`src/rtl/packet_builder_pkg.sv`:
```
// Shared definitions for the packet builder: FSM state encoding, segment
// word counts and the CRC-32 (reflected) word-step function.
package packet_builder_pkg;

  localparam int ETH_WORDS = 4;
  localparam int IP_WORDS  = 5;
  localparam int TCP_WORDS = 5;
  localparam int PAY_WORDS = 10;

  localparam logic [31:0] CRC32_POLY = 32'hEDB8_8320;
  localparam logic [31:0] CRC32_INIT = 32'hFFFF_FFFF;

  typedef enum logic [2:0] {
    S_IDLE    = 3'd0,
    S_ETH     = 3'd1,
    S_IP      = 3'd2,
    S_TCP     = 3'd3,
    S_PAYLOAD = 3'd4,
    S_CRC     = 3'd5
  } state_t;

  // Byte [7:0] goes first and each byte is LSB-first, so the whole word is
  // simply consumed from bit 0 upward.
  function automatic logic [31:0] crc32_step(input logic [31:0] crc,
                                             input logic [31:0] word);
    logic [31:0] c;
    c = crc;
    for (int i = 0; i < 32; i++) begin
      if (c[0] ^ word[i]) c = (c >> 1) ^ CRC32_POLY;
      else                c = c >> 1;
    end
    return c;
  endfunction

endpackage

```
`src/rtl/packet_builder_if.sv`:
```
// Handshake bundle of the packet builder.
//   eth_hdr/ip_hdr/tcp_hdr/hdr_valid/hdr_ready : header bundle input
//   pay_data/pay_valid/pay_ready               : payload word input
//   data_out/valid_out/ready_out/sop_out/eop_out: serialized output stream
//   busy                                       : builder not idle
// slave = the builder, master = the packet source / egress side.
interface packet_builder_if;
  logic [127:0] eth_hdr;
  logic [159:0] ip_hdr;
  logic [159:0] tcp_hdr;
  logic         hdr_valid;
  logic         hdr_ready;
  logic [31:0]  pay_data;
  logic         pay_valid;
  logic         pay_ready;
  logic [31:0]  data_out;
  logic         valid_out;
  logic         ready_out;
  logic         sop_out;
  logic         eop_out;
  logic         busy;

  modport slave (
    input  eth_hdr, ip_hdr, tcp_hdr, hdr_valid, pay_data, pay_valid, ready_out,
    output hdr_ready, pay_ready, data_out, valid_out, sop_out, eop_out, busy
  );

  modport master (
    output eth_hdr, ip_hdr, tcp_hdr, hdr_valid, pay_data, pay_valid, ready_out,
    input  hdr_ready, pay_ready, data_out, valid_out, sop_out, eop_out, busy
  );
endinterface

```
`src/rtl/packet_builder_crc.sv`:
```
// CRC-32 accumulator over payload words.
//   clk, rst : clock, async active-low reset (reg -> CRC32_INIT)
//   init     : reload CRC32_INIT (wins over en)
//   en, data : fold one 32-bit word into the running CRC
//   crc      : running (un-inverted) CRC register
module crc32_accum
  import packet_builder_pkg::*;
(
  input  logic        clk,
  input  logic        rst,
  input  logic        init,
  input  logic        en,
  input  logic [31:0] data,
  output logic [31:0] crc
);

  logic [31:0] r_crc;

  always_ff @(posedge clk or negedge rst) begin
    if (!rst)      r_crc <= CRC32_INIT;
    else if (init) r_crc <= CRC32_INIT;
    else if (en)   r_crc <= crc32_step(r_crc, data);
  end

  assign crc = r_crc;

endmodule

```
`src/rtl/packet_builder.sv`:
```
// Serializes ETH(4)/IP(5)/TCP(5) header words, 10 payload words and one
// CRC-32 word onto a registered 32-bit valid/ready stream.
//   clk, rst : clock, async active-low reset
//   bus      : packet_builder_if.slave (header in, payload in, stream out)
//
// state     | meaning
// S_IDLE    | waiting for a header bundle; drains last beat
// S_ETH     | emitting ETH words 1..3
// S_IP      | emitting IP words 0..4
// S_TCP     | emitting TCP words 0..4
// S_PAYLOAD | forwarding payload words, bubbles when pay_valid is low
// S_CRC     | emitting inverted CRC word with eop
module packet_builder
  import packet_builder_pkg::*;
#(
  parameter int WIDTH = 32
) (
  input  logic clk,
  input  logic rst,
  packet_builder_if.slave bus
);

  if (WIDTH != 32) begin : g_width_chk
    $error("packet_builder: only WIDTH=32 is supported");
  end

  state_t         r_state;
  logic [2:0]     r_idx;
  logic [3:0]     r_pay_cnt;
  logic [127:0]   r_eth;
  logic [159:0]   r_ip;
  logic [159:0]   r_tcp;
  logic [31:0]    r_data;
  logic           r_valid;
  logic           r_sop;
  logic           r_eop;

  logic           w_adv;
  logic           w_hdr_acc;
  logic           w_pay_acc;
  logic           w_crc_init;
  logic [31:0]    w_crc;

  assign w_adv = !r_valid || bus.ready_out;

  // Ready is held low while reset is asserted even though the state is IDLE.
  assign bus.hdr_ready = rst && (r_state == S_IDLE) && w_adv;
  assign bus.pay_ready = rst && (r_state == S_PAYLOAD) && w_adv;

  assign w_hdr_acc  = bus.hdr_valid && bus.hdr_ready;
  assign w_pay_acc  = bus.pay_valid && bus.pay_ready;
  assign w_crc_init = (r_state == S_CRC) && w_adv;

  crc32_accum u_crc (
    .clk  (clk),
    .rst  (rst),
    .init (w_crc_init),
    .en   (w_pay_acc),
    .data (bus.pay_data),
    .crc  (w_crc)
  );

  always_ff @(posedge clk or negedge rst) begin
    if (!rst) begin
      r_state   <= S_IDLE;
      r_idx     <= '0;
      r_pay_cnt <= '0;
      r_eth     <= '0;
      r_ip      <= '0;
      r_tcp     <= '0;
      r_data    <= '0;
      r_valid   <= 1'b0;
      r_sop     <= 1'b0;
      r_eop     <= 1'b0;
    end else begin
      case (r_state)
        S_IDLE: begin
          if (w_hdr_acc) begin
            r_eth   <= bus.eth_hdr;
            r_ip    <= bus.ip_hdr;
            r_tcp   <= bus.tcp_hdr;
            r_data  <= bus.eth_hdr[31:0];
            r_valid <= 1'b1;
            r_sop   <= 1'b1;
            r_eop   <= 1'b0;
            r_idx   <= 3'd1;
            r_state <= S_ETH;
          end else if (w_adv) begin
            r_valid <= 1'b0;
            r_sop   <= 1'b0;
            r_eop   <= 1'b0;
          end
        end
        S_ETH: begin
          if (w_adv) begin
            r_data  <= r_eth[32*r_idx +: 32];
            r_valid <= 1'b1;
            r_sop   <= 1'b0;
            r_eop   <= 1'b0;
            if (r_idx == 3'(ETH_WORDS - 1)) begin
              r_idx   <= '0;
              r_state <= S_IP;
            end else begin
              r_idx <= r_idx + 3'd1;
            end
          end
        end
        S_IP: begin
          if (w_adv) begin
            r_data  <= r_ip[32*r_idx +: 32];
            r_valid <= 1'b1;
            r_sop   <= 1'b0;
            r_eop   <= 1'b0;
            if (r_idx == 3'(IP_WORDS - 1)) begin
              r_idx   <= '0;
              r_state <= S_TCP;
            end else begin
              r_idx <= r_idx + 3'd1;
            end
          end
        end
        S_TCP: begin
          if (w_adv) begin
            r_data  <= r_tcp[32*r_idx +: 32];
            r_valid <= 1'b1;
            r_sop   <= 1'b0;
            r_eop   <= 1'b0;
            if (r_idx == 3'(TCP_WORDS - 1)) begin
              r_idx   <= '0;
              r_state <= S_PAYLOAD;
            end else begin
              r_idx <= r_idx + 3'd1;
            end
          end
        end
        S_PAYLOAD: begin
          if (w_pay_acc) begin
            r_data  <= bus.pay_data;
            r_valid <= 1'b1;
            r_sop   <= 1'b0;
            r_eop   <= 1'b0;
            if (r_pay_cnt == 4'(PAY_WORDS - 1)) begin
              r_pay_cnt <= '0;
              r_state   <= S_CRC;
            end else begin
              r_pay_cnt <= r_pay_cnt + 4'd1;
            end
          end else if (w_adv) begin
            r_valid <= 1'b0;
            r_sop   <= 1'b0;
            r_eop   <= 1'b0;
          end
        end
        S_CRC: begin
          // The accumulator already holds the last payload word here.
          if (w_adv) begin
            r_data  <= ~w_crc;
            r_valid <= 1'b1;
            r_sop   <= 1'b0;
            r_eop   <= 1'b1;
            r_state <= S_IDLE;
          end
        end
        default: r_state <= S_IDLE;
      endcase
    end
  end

  assign bus.data_out  = r_data;
  assign bus.valid_out = r_valid;
  assign bus.sop_out   = r_sop;
  assign bus.eop_out   = r_eop;
  assign bus.busy      = (r_state != S_IDLE);

endmodule

```
`src/flat_wrapper.sv`:
```
// flat-port wrapper written by rule: the top's interface ports become plain ports
module packet_builder_flat import packet_builder_pkg::*;
#(
  parameter int WIDTH = 32
)
  (clk, rst, bus_eth_hdr, bus_ip_hdr, bus_tcp_hdr, bus_hdr_valid, bus_pay_data, bus_pay_valid, bus_ready_out, bus_hdr_ready, bus_pay_ready, bus_data_out, bus_valid_out, bus_sop_out, bus_eop_out, bus_busy);
  packet_builder_if bus_i ();
  input  logic clk;
  input  logic rst;
  input wire logic [$bits(bus_i.eth_hdr)-1:0] bus_eth_hdr;
  input wire logic [$bits(bus_i.ip_hdr)-1:0] bus_ip_hdr;
  input wire logic [$bits(bus_i.tcp_hdr)-1:0] bus_tcp_hdr;
  input wire logic [$bits(bus_i.hdr_valid)-1:0] bus_hdr_valid;
  input wire logic [$bits(bus_i.pay_data)-1:0] bus_pay_data;
  input wire logic [$bits(bus_i.pay_valid)-1:0] bus_pay_valid;
  input wire logic [$bits(bus_i.ready_out)-1:0] bus_ready_out;
  output wire logic [$bits(bus_i.hdr_ready)-1:0] bus_hdr_ready;
  output wire logic [$bits(bus_i.pay_ready)-1:0] bus_pay_ready;
  output wire logic [$bits(bus_i.data_out)-1:0] bus_data_out;
  output wire logic [$bits(bus_i.valid_out)-1:0] bus_valid_out;
  output wire logic [$bits(bus_i.sop_out)-1:0] bus_sop_out;
  output wire logic [$bits(bus_i.eop_out)-1:0] bus_eop_out;
  output wire logic [$bits(bus_i.busy)-1:0] bus_busy;
  assign bus_i.eth_hdr = bus_eth_hdr;
  assign bus_i.ip_hdr = bus_ip_hdr;
  assign bus_i.tcp_hdr = bus_tcp_hdr;
  assign bus_i.hdr_valid = bus_hdr_valid;
  assign bus_i.pay_data = bus_pay_data;
  assign bus_i.pay_valid = bus_pay_valid;
  assign bus_i.ready_out = bus_ready_out;
  assign bus_hdr_ready = bus_i.hdr_ready;
  assign bus_pay_ready = bus_i.pay_ready;
  assign bus_data_out = bus_i.data_out;
  assign bus_valid_out = bus_i.valid_out;
  assign bus_sop_out = bus_i.sop_out;
  assign bus_eop_out = bus_i.eop_out;
  assign bus_busy = bus_i.busy;
  packet_builder #(.WIDTH(WIDTH)) u_core (.clk(clk), .rst(rst), .bus(bus_i));
endmodule
```
`config.mk`:
```
export PLATFORM = sky130hd
export DESIGN_NAME = packet_builder_flat
export DESIGN_NICKNAME = d
export VERILOG_FILES = /design/src/rtl/packet_builder_pkg.sv /design/src/rtl/packet_builder_if.sv /design/src/rtl/packet_builder_crc.sv /design/src/rtl/packet_builder.sv /design/src/flat_wrapper.sv
export SDC_FILE = /design/constraint.sdc
export NUM_CORES = 1
export LEC_CHECK = 0
export CAP_MARGIN = 15
export CORE_MARGIN = 1.5
export CORE_UTILIZATION = 53
export DETAILED_ROUTE_END_ITERATION = 7
export PLACE_DENSITY = 0.81
export REMOVE_ABC_BUFFERS = 1
export SLEW_MARGIN = 5
export SYNTH_ARGS = -nofsm -noshare
export SYNTH_HDL_FRONTEND = slang
export SYNTH_SLANG_ARGS = --single-unit
```
`constraint.sdc`:
```
create_clock -name clk -period 4.8 [get_ports clk]
set_clock_uncertainty 0.1 [all_clocks]
set_input_delay 0.48 -clock clk [delete_from_list [all_inputs] [get_ports clk]]
set_output_delay 0.48 -clock clk [all_outputs]
set_load 0.05 [all_outputs]
```
**Word-level counts from Yosys, hierarchy flattened**

Cells that the tools add are included.

- Flip-flop bits (word level): 525

- Shifts and indexed selects: 3
- Reduce and logical (&&, ||, !) cells: 26
- Multiplexer cells: 133
- Bitwise logic cells: 65
- Add/subtract/negate cells: 2
- Equality and inequality tests: 20

Operators by type and width:

| cell | number |
|---|---|
| 2-to-1 mux 32 bit | 102 |
| NOT 13 -> 14 bit | 32 |
| indexed part select 160 x 9 -> 32 bit | 2 |
| case mux 32 bit (6 select lines) | 1 |
| indexed part select 128 x 9 -> 32 bit | 1 |
| 2-to-1 mux 3 bit | 14 |
| NOT 32 bit | 1 |
| bitwise XOR 1 bit | 32 |
| inequality test 2 x 1 -> 1 bit (second input constant) | 10 |
| case mux 3 bit (6 select lines) | 1 |
| 2-to-1 mux 1 bit | 10 |
| AND reduction 10 bit | 1 |
| == test 3 x 2 -> 1 bit (second input constant) | 3 |
| == test 3 bit (second input constant) | 3 |
| case mux 3 bit (3 select lines) | 1 |
| nonzero test 3 bit | 3 |
| AND reduction 2 bit | 4 |
| logical AND 1 bit | 7 |
| AND reduction 7 bit | 1 |
| case mux 1 bit (3 select lines) | 2 |
| nonzero test 6 bit | 1 |
| adder 4 x 1 -> 4 bit (second input constant) | 1 |
| == test 4 bit (second input constant) | 1 |
| 2-to-1 mux 4 bit | 1 |
| 13 further kinds | 14 |

**Depth between registers and ports, before layout**

- Word-level depth: 130
- Gate-level depth with buffers: 12

**Hierarchy**

From an unflattened synthesis, not the netlist that was laid out.

- Cell total of the unflattened synthesis: 2299
- Area total of the unflattened synthesis: 30117.6 um^2

By module, submodules not included:

| module | area an instance (um^2) | instances | cells each | sequential area each (um^2) |
|---|---|---|---|---|
| packet_builder | 25610.8 | 1 | 1901 | 12336.8 |
| crc32_accum | 4506.8 | 1 | 398 | 840.8 |

**Least setup slack after synthesis**

OpenSTA, ideal clock, no wires.

- Kind: flip-flop to flip-flop
- From: register u_core.u_crc.r_crc[2], in the netlist u_core.u_crc.crc[2]
- To: register u_core.u_crc.r_crc[20], in the netlist u_core.u_crc.crc[20]
- Data arrival time: 3803 ps
- Path slack: 824 ps
- Period minus slack after synthesis: 3976 ps
- Stages on the path, launching flop included: 10
- Path through: dfstp_2 > xor2_4 > xnor3_2 > xnor3_2 > xnor3_2 > xor2_2 > xor3_4 > xnor3_2 > xor2_1 > a21oi_1

- Word-level cells in the longest chain between the ends: 109

Ends and longest elaborated chain:

| item | RTL line | RTL |
|---|---|---|
| from (decl) | packet_builder_crc.sv:17 | `logic [31:0] r_crc;` |
| from (signal assigned) | packet_builder_crc.sv:22 | `else if (en) r_crc <= crc32_step(r_crc, data);` |
| 2-to-1 mux 32 bit * | packet_builder_pkg.sv:29 | `if (c[0] ^ word[i]) c = (c >> 1) ^ CRC32_POLY;` |
| 2-to-1 mux 32 bit * | packet_builder_crc.sv:22 |  |
| 2-to-1 mux 32 bit * | packet_builder_crc.sv:21 | `else if (init) r_crc <= CRC32_INIT;` |
| 2-to-1 mux 32 bit * | packet_builder_pkg.sv:29 |  |
| 2-to-1 mux 32 bit * | packet_builder_crc.sv:22 |  |
| 2-to-1 mux 32 bit * | packet_builder_crc.sv:21 |  |
| bitwise XOR 1 bit * | packet_builder_pkg.sv:29 |  |
| 2-to-1 mux 32 bit * | packet_builder_pkg.sv:29 |  |
| [93 not listed] | - |  |
| NOT 13 -> 14 bit (no source line) / bitwise XOR 1 bit (equally long branches) | - |  |
| 2-to-1 mux 32 bit * | packet_builder_pkg.sv:29 |  |
| 2-to-1 mux 32 bit * | packet_builder_crc.sv:22 |  |
| 2-to-1 mux 32 bit * | packet_builder_crc.sv:21 |  |
| NOT 13 -> 14 bit (no source line) | - |  |
| 2-to-1 mux 32 bit * | packet_builder_pkg.sv:29 |  |
| 2-to-1 mux 32 bit * | packet_builder_crc.sv:22 |  |
| 2-to-1 mux 32 bit * | packet_builder_crc.sv:21 |  |

Mark *: on every way between the ends. The select of a mux whose other input is x is not followed.
A chain may end at the register's enable or synchronous reset.

**Worst setup path in the final report**

Same ends and word-level chain as after synthesis.

==> results.cfg <==
[synthesis]
yosysUniqueCellTypes = 53
synth-edff-count = 0
synth_area_per_cell_um2 = 12.5
synth_area_um2 = 27700
postSynthCellCount = 2208
ys_warn_count = 0
synth_ff_type = dfrtp_1
synth_seq_area_share = 0.476
synth-seq-cells = 525
ys_async_sr_fraction = 1.00

[die]
initial_core_util = 0.538
die_y_um = 232
ios = 523
rows = 83
dieWidth_um = 232
die_area_um2 = 53600
core_area_um2 = 51500

[setup_path]
crit_chain = xor2_4 > xnor3_2 > xnor3_2 > xnor3_2 > xor2_2 > xor3_4 > xnor3_2 > xor2_1 > a21oi_1
start_kind = register
max_stage_delay_ns = 0.60
path_class = reg -> reg
cp_max_fo = 6
critPathBufInv = 0
crit_slowest_cell = dfstp_2
required_ns = 5.24
cp_top_family = XOR/XNOR gates
arrival_ns = 4.61
crit_top_cell = xnor3_2
cp-end-kind = register

[timing]
worst_pin_slew_ns = 0.993
timing.final.hold_violations = 0
min_period_ns = 4.17
post-route-period-util = 0.869
finalSetupViolCount = 0
final_max_slew_viol_count = 0
rsz0062_at_grt = no
relSlewSlack = 0.338
fin_ws_ns = 0.630
fmax_mhz = 240
holdWs_ns = 0.240

[cts]
clk_latency_ns = 0.61
cts-resized-gates = 0
clk_transition_reported_paths_ns = 0.06
cts_sinks = 525
ctsHtreeMaxLevel = 2
postCtsSetupRepairBufs = 0
cts_tree = built
cts_buffers = 57
clockBufferDepth = 3
cts_root_buf = clkbuf_16

[global_route]
grt_pass1_vias = 20939
grt_pass1_wl_um = 122000
grt-ovfl-total = 0
antenna_found_initial = 13
grt_max_degree = 150
grtUsageTotal = 0.297

[finish]
layout_commonest_cell = clkdlybuf4s50_1
final_cell_mix = clkdlybuf4s50_1, dfrtp_1, mux2_2
finalNetCount = 3201
area_growth_pct = 29.4
drive_above_1_share = 0.267

[place]
gp_congestion = 0.895
dpl.hpwl_um = 58500
portBuffers = 522
dpl_worst_slack_ns = 0.133

[routing]
dr.pass1.iters = 5
wl_per_cell_um = 23.2
drtAntennaViolNets = 0
viasPerCell = 5.69
highest_layer = met5
vias = 19583
drcViolationCount = 0
wl_met1_um = 33000
drtIter0Drc = 1260
met3WireLength_um = 5070
routed_wirelength_um = 79800
wl_met2_um = 39900

[hold_path]
hold_class = in -> async

[flow_run]
drv_cap = 0

[run_status]
status = completed
==> stage by stage <==
| step | cells | utilization | setup TNS [ns] | instance area (um2) |
|---|---|---|---|---|
| 5_1_grt | 3440 | 0.695 | 0 | 35800 |
| 3_3_place_gp | 3331 | 0.658 | 0 | 33900 |
| 6_report | 3440 | 0.695 | 0 | 35800 |
| 3_5_place_dp | 3331 | 0.658 | 0 | 33900 |
| 4_1_cts | 3431 | 0.694 | 0 | 35800 |
| 2_1_floorplan | 2056 | - | -6177.24 | 27100 |
==> flip-flops by register name, summed over array words and instances, names as in the netlist <==
register,count
u_core.bus.eop_out,1
u_core.r_eth,128
u_core.r_pay_cnt,4
u_core.bus.data_out,32
u_core.r_ip,160
u_core.bus.sop_out,1
u_core.u_crc.crc,32
u_core.r_tcp,160
u_core.r_idx,3
u_core.r_state,3
u_core.bus.valid_out,1
==> path summary, 6_finish.rpt <==
kind	startpoint	end	slack [ns]	cells past startpoint
worst max-delay path	u_core.u_crc.crc[2]$_DFFE_PN1P_	u_core.u_crc.crc[20]$_DFFE_PN1P_	0.63	9
min in group clk	bus_ip_hdr[50]	u_core.r_ip[50]$_DFFE_PN0P_	0.37	2
worst min-delay path	rst	u_core.bus.sop_out$_DFFE_PN0P_	0.24	2
worst min register to register	u_core.bus.data_out[19]$_DFFE_PN0P_	u_core.bus.data_out[19]$_DFFE_PN0P_	0.38	2
worst max register to register	u_core.u_crc.crc[2]$_DFFE_PN1P_	u_core.u_crc.crc[20]$_DFFE_PN1P_	0.63	9
max in group asynchronous	rst	u_core.r_ip[46]$_DFFE_PN0P_	2.28	4
==> cell type report <==
type,count,area (um2)
Fill cell,3705,15700
Multi-Input combinational cell,1524,13900
Sequential cell,525,13200
Timing Repair Buffer,597,5940
Clock buffer,76,1600
Tap cell,680,851
Clock inverter,23,244
Inverter,7,27.5
Antenna cell,8,20.0
==> per-layer routing <==
layer	global-route usage	vias to the layer above
met5	0	-
met1	0.385	9928
met3	0.0599	118
met4	0.0802	10
met2	0.508	619
li1	-	8908
==> timing repair <==
| action | 4_1_cts | 5_1_grt |
|---|---|---|
| hold buffers | 1 | 0 |
| setup endpoints to repair | 0 | 0 |
| hold endpoints to repair | 21 | 0 |
==> worst reg2reg max path, cell delays in order (launching register included) <==
cell     delay [ns]
dfstp_2        0.60
xor2_4         0.29
xnor3_2        0.56
xnor3_2        0.47
xnor3_2        0.51
xor2_2         0.31
xor3_4         0.56
xnor3_2        0.41
xor2_1         0.18
a21oi_1        0.15
==> synthesized netlist by cell type (all sizes together) (3+ instances only) <==
cell      n  area [um2]
o221ai   40         350
and2      4        25.0
a21oi   176         881
nor2b    22         138
ha        4        50.1
xnor2   169        1620
dfrtp   493       12300
o22a     19         166
inv       7        26.3
mux4     32         721
buf      28         105
a221oi   12         105
a211oi   20         150
xor3      8         195
mux2    460        5180
o21ai    50         250
nand2    54         203
nand3    13        65.1
xor2     43         418
clkbuf  122         458
mux2i   160        1600
xnor3    41         947
o211ai    3        22.5
dfstp    32         841
nor2    170         638
nor3      4        20.0
==> kinds of logic after synthesis <==
kind of cell	synth area share
xor gates and xnor gates	0.115
AOI/OAI and AO/OA	0.0730
DFF	0.476
muxes	0.271
buffers and inverters	0.0220
adders and majority gates	0.00181
and+or+nand+nor	0.0414
Power is left out: the tool's default activity adds up to more than one toggle a clock period on the data nets, which glitch-free logic cannot reach.
